===== src/rtl/ram_arbiter.sv =====
// Two-port round-robin arbiter/sequencer for a single-port synchronous RAM.
// Latency: write done 1 cycle after grant, read done+data 2 cycles after grant.
// Backpressure: requesters hold req until done; IDLE separates every transaction.
module ram_arbiter #(
    parameter int ADDR_W = 9,
    parameter int DATA_W = 32
) (
    input  logic              clk,
    input  logic              clr,
    input  logic              a_req,
    input  logic              a_we,
    input  logic [ADDR_W-1:0] a_addr,
    input  logic [DATA_W-1:0] a_wdata,
    output logic              a_done,
    output logic [DATA_W-1:0] a_rdata,
    output logic              a_stall,
    input  logic              b_req,
    input  logic              b_we,
    input  logic [ADDR_W-1:0] b_addr,
    input  logic [DATA_W-1:0] b_wdata,
    output logic              b_done,
    output logic [DATA_W-1:0] b_rdata,
    output logic              ram_read,
    output logic              ram_write,
    output logic [ADDR_W-1:0] ram_addr,
    output logic [DATA_W-1:0] ram_wdata,
    input  logic [DATA_W-1:0] ram_rdata
);

    typedef enum logic [1:0] {IDLE, ACCESS, CAPTURE} state_t;

    state_t            state;
    logic              owner;   // 0 = port A, 1 = port B
    logic              op_we;
    logic [ADDR_W-1:0] op_addr;
    logic [DATA_W-1:0] op_wdata;
    logic              rr_ptr;  // port preferred on the next tie
    logic [DATA_W-1:0] a_rdata_q;
    logic [DATA_W-1:0] b_rdata_q;

    logic grant_b;
    logic done_now;
    logic capture;

    assign grant_b = b_req & (~a_req | rr_ptr);

    always_ff @(posedge clk) begin
        if (clr) begin
            state     <= IDLE;
            owner     <= 1'b0;
            op_we     <= 1'b0;
            op_addr   <= '0;
            op_wdata  <= '0;
            rr_ptr    <= 1'b0;
            a_rdata_q <= '0;
            b_rdata_q <= '0;
        end else begin
            case (state)
                IDLE: begin
                    if (a_req | b_req) begin
                        owner    <= grant_b;
                        op_we    <= grant_b ? b_we    : a_we;
                        op_addr  <= grant_b ? b_addr  : a_addr;
                        op_wdata <= grant_b ? b_wdata : a_wdata;
                        state    <= ACCESS;
                    end
                end
                ACCESS: begin
                    if (op_we) begin
                        rr_ptr <= ~owner;
                        state  <= IDLE;
                    end else begin
                        state  <= CAPTURE;
                    end
                end
                CAPTURE: begin
                    if (owner) b_rdata_q <= ram_rdata;
                    else       a_rdata_q <= ram_rdata;
                    rr_ptr <= ~owner;
                    state  <= IDLE;
                end
                default: state <= IDLE;
            endcase
        end
    end

    // Everything that commits or signals completion is gated by clr so a
    // reset landing mid-transaction leaves no trace in RAM or at the ports.
    assign done_now  = ~clr & (((state == ACCESS) & op_we) | (state == CAPTURE));
    assign capture   = ~clr & (state == CAPTURE);
    assign a_done    = done_now & ~owner;
    assign b_done    = done_now & owner;
    assign a_stall   = a_req & ~a_done;
    assign a_rdata   = (capture & ~owner) ? ram_rdata : a_rdata_q;
    assign b_rdata   = (capture & owner)  ? ram_rdata : b_rdata_q;
    assign ram_read  = ~clr & (state == ACCESS) & ~op_we;
    assign ram_write = ~clr & (state == ACCESS) & op_we;
    assign ram_addr  = op_addr;
    assign ram_wdata = op_wdata;

endmodule


===== config.mk =====
export PLATFORM = sky130hd
export DESIGN_NAME = ram_arbiter
export DESIGN_NICKNAME = d
export VERILOG_FILES = /design/src/rtl/ram_arbiter.sv
export SDC_FILE = /design/constraint.sdc
export NUM_CORES = 1
export LEC_CHECK = 0
export BUFFER_PORTS_ARGS = -buffer_cell sky130_fd_sc_hd__buf_2
export CAP_MARGIN = 40
export CORE_AREA = 2 2 84 167
export CTS_CLUSTER_SIZE = 8
export DETAILED_ROUTE_END_ITERATION = 10
export DIE_AREA = 0 0 86 169
export GPL_TIMING_DRIVEN = 0
export PLACE_DENSITY_LB_ADDON = 0.1
export SLEW_MARGIN = 20
export SYNTH_ARGS = -nofsm -noshare
export SYNTH_HDL_FRONTEND = slang
export SYNTH_SLANG_ARGS = --single-unit

===== constraint.sdc =====
create_clock -name clk -period 3 [get_ports clk]
set_input_delay 0.3 -clock clk [delete_from_list [all_inputs] [get_ports clk]]
set_output_delay 0.3 -clock clk [all_outputs]
set_load 0.05 [all_outputs]

==> metrics list <==
- The run finished with clean final reports.
- The worst path needs about 2500 ps of the cycle, external delays included.
- The final-report hold violation count was 0.
- Count of max-cap constraint violations: 0
* Final critical-path setup slack: around 540 ps
- DR DRC count: 0
- After floorplanning, the core was divided into 60 placement rows.
- Clock skew on the completed layout was measured at ~13 ps.
- The critical path in this run is classified as flip-flop to output pin.
* Chip width: 86 µm
- Relative slew slack: 0.5015
- Design area: slightly below 7000 µm²
- The number of placed instances, taps included, is around 870.
- In this run the static leakage power is 3.131 nW.
- For the worst setup path, the data arrival time is 2160 ps.
- Clock tree from TritonCTS: done
* Biggest cell delay along the critical path: approximately 430 ps
* Required time reported for the critical path endpoint: between 2000 and 3000 ps
- In this run the cell area of the synthesized design comes to 5224 µm².
- The H-tree was split into 3 levels.
* Maximum clock path buffer count: 2
- Dividing the synthesized area by the synthesized cell count gives around 11 µm².
* Count of non-filler cells in the finished layout: ~890
* Die extent in y: roughly 170 µm
* Die ar.: 14530 µm²
* Worst Setup End Kind: output pin
* Path class of the lowest-slack min-delay path: input port to flip-flop
- For flop-to-flop paths, the worst setup slack is 1250 ps.
- Peak supply drop: around 260 µV
* Vias in the first global route: around 4.8k
* Routed WL: ~15000 µm
* Number of antenna violations at the first check in global routing: 1
- The net count of the finished layout is 850.
- Number of buffers added on ports: 227
- Cts hold-fix bufs: 0
- Broken down by cell family, the worst path's largest delay share belongs to buffers and inverters.
* Layout area overhead: 31.88%
- Count of unique library cells instantiated by Yosys: 28
- Cell Pwr Density: 567.9 nW/µm²
- At the end of routability-driven placement, the weighted congestion stood at approximately 0.83.
- Instance area after placement: about 6600 µm²
* Routed wire per std cell: 17.13 µm
- Via count of the routed design: roughly 5k
- The critical path goes through nor2b_4 > nor3b_2 > buf_4 > buf_6 > mux2_2 > buf_2.
* Clock Latency Late Sink: between 300 and 400 ps
- For this block, the initial DRC count from the detailed router was approximately 160.
* Highest-delay cell along the critical path: sky130_fd_sc_hd__dfxtp_1
- Number of nets with antenna violations after detailed routing: 0
- Count of boundary I/O pins: 230
- Placeable core area: 13290 µm²
- The first global-routing pass estimated 24270 µm of wire.
* RSZ-0062 raised after global routing: no
* Overflow left after global routing: 0
* Fmax: between 400 and 500 MHz
- Slew of the pin with the lowest slew margin: around 750 ps
- Before antenna repair, the detailed router went through 6 iterations.
* Final core utilization: 0.5185
- Setup violations remaining at the end of the flow were counted as 0.
* Largest net degree at the start of global routing: 20
- The number of clock buffers added by TritonCTS is 9.
- Counting both buffers and inverters, the worst setup path holds a total of 3.
- Final Max Tran Viols: 0
* Commonest non-fill, non-tap cell in the layout: sky130_fd_sc_hd__buf_2
- # resized after CTS: 0
* Clock-pin slew on the worst setup and hold paths: ~80 ps
- Of the available clock period, the critical path in the final layout requires 0.8204.
- Of the synthesized area, sequential elements account for 0.4216.
* Num Clock Sinks: 110
- Effective utilization at floorplan: 0.3931
* Post-CTS Setup Bufs: 0
- Global Route Usage Sum: 0.2067
- Avg Vias per Cell: 5.452
* Count of warnings emitted by yosys: 0
* Synthesized netlist cell count: 492
- In the final layout, the share of cells above drive strength 1 is 0.5075.
- When the netlist entered floorplanning its net count stood at roughly 600.
- The wire-length estimate of the detail-placed layout is 10610 µm.
* Worst slack at placement: roughly 890 ps
* Setup crit start kind: flip-flop
- CTS root buf: sky130_fd_sc_hd__clkbuf_16
- Along the worst path, the maximum fanout reaches 10.
- After routing, the total negative slack on setup checks comes to 0 ps.
- Leaving out fill and tap cells, the most frequent cells in the layout are sky130_fd_sc_hd__buf_2 (237), sky130_fd_sc_hd__dfxtp_1 (110), sky130_fd_sc_hd__mux2_2 (64), sky130_fd_sc_hd__a22o_1 (64), sky130_fd_sc_hd__a21oi_1 (45).
* Flip-flop and latch count after synthesis: 110
[final cells by class]
cell class	count	area, µm²
Fill cell	1297	6399
Multi-Input combinational cell	320	2690
Sequential cell	110	2202
Timing Repair Buffer	227	1136
Buffer	58	316.6
Clock buffer	9	225.2
Tap cell	155	193.9
Clock inverter	7	107.6
Inverter	4	15.01
Antenna cell	1	2.502
[worst reg2reg max path, stage by stage (launching register included)]
cell                       delay, ps
sky130_fd_sc_hd__dfxtp_1         450
sky130_fd_sc_hd__nor2b_4          90
sky130_fd_sc_hd__a21oi_1         480
sky130_fd_sc_hd__clkbuf_1        470
sky130_fd_sc_hd__a22o_1          210
[worst paths after layout]
| path | startpoint | end | depth (start not counted) |
|---|---|---|---|
| max | state[1] | b_rdata[8] | 6 |
| min | ram_rdata[14] | a_rdata_q[14] | 2 |
| max reg2reg | state[0] | b_rdata_q[7] | 4 |
| min reg2reg | b_rdata_q[23] | b_rdata_q[23] | 1 |
[flip-flops by register name, indices dropped and copies added, names as in the netlist]
register / cells
a_rdata_q: 32
b_rdata_q: 32
op_we: 1
owner: 1
ram_addr: 9
ram_wdata: 32
rr_ptr: 1
state: 2
[routing by layer]
metal | track usage | routed length, µm | vias to the layer above
li1 | - | - | 2379
met1 | 0.2856 | 6949 | 2278
met2 | 0.3158 | 6974 | 180
met3 | 0.04437 | 1019 | 21
met4 | 0.07384 | 315 | 0
met5 | 0 | 0 | -
[logic make-up (layout without fill, tap and decap cells)]
logic type             Yosys count  count (layout)  share of synthesized area
AO/OA/AOI/OAI                  196             196                     0.3119
flip-flops                     110             110                     0.4216
multiplexers                    64              64                     0.1380
buffers and inverters           62             305                    0.06347
AND/OR/NAND/NOR                 60              60                    0.06515
other                            0               1                          0
[stage by stage]
| step | hold WS (ps) | power, mW |
|---|---|---|
| after floorplan | 432.6 | 2.341 |
| after global placement | 451.5 | 2.616 |
| after detailed placement | 452.9 | 2.621 |
| after CTS | 187.4 | 3.947 |
| after global routing | 190.8 | 4.071 |
| final | 204.7 | 3.912 |
[synthesized netlist by cell type (all sizes together)]
library cell,n,area (µm²)
nor3,1,5.000
o21ai,43,215.2
nor4bb,1,10.01
nor2b,3,26.27
a311oi,42,611.8
nor2,3,13.77
nand2b,1,6.260
and2,3,18.77
dfxtp,110,2202
buf,25,192.7
a21o,1,7.510
a22o,64,560.5
clkbuf,33,123.9
nor3b,1,12.51
mux2,64,720.7
nor4b,2,17.52
o41ai,1,8.760
or2,1,6.260
a21oi,45,225.2
inv,4,15.01
nand3,43,215.2
and3b,1,8.760
[power by group]
| part | total (mW) | internal, mW | switching [mW] |
|---|---|---|---|
| Clock | 1.33 | 0.745 | 0.581 |
| Sequential | 1.60 | 1.55 | 0.0492 |
| Combinational | 0.987 | 0.305 | 0.683 |
Power figures use the tool's default switching activity.
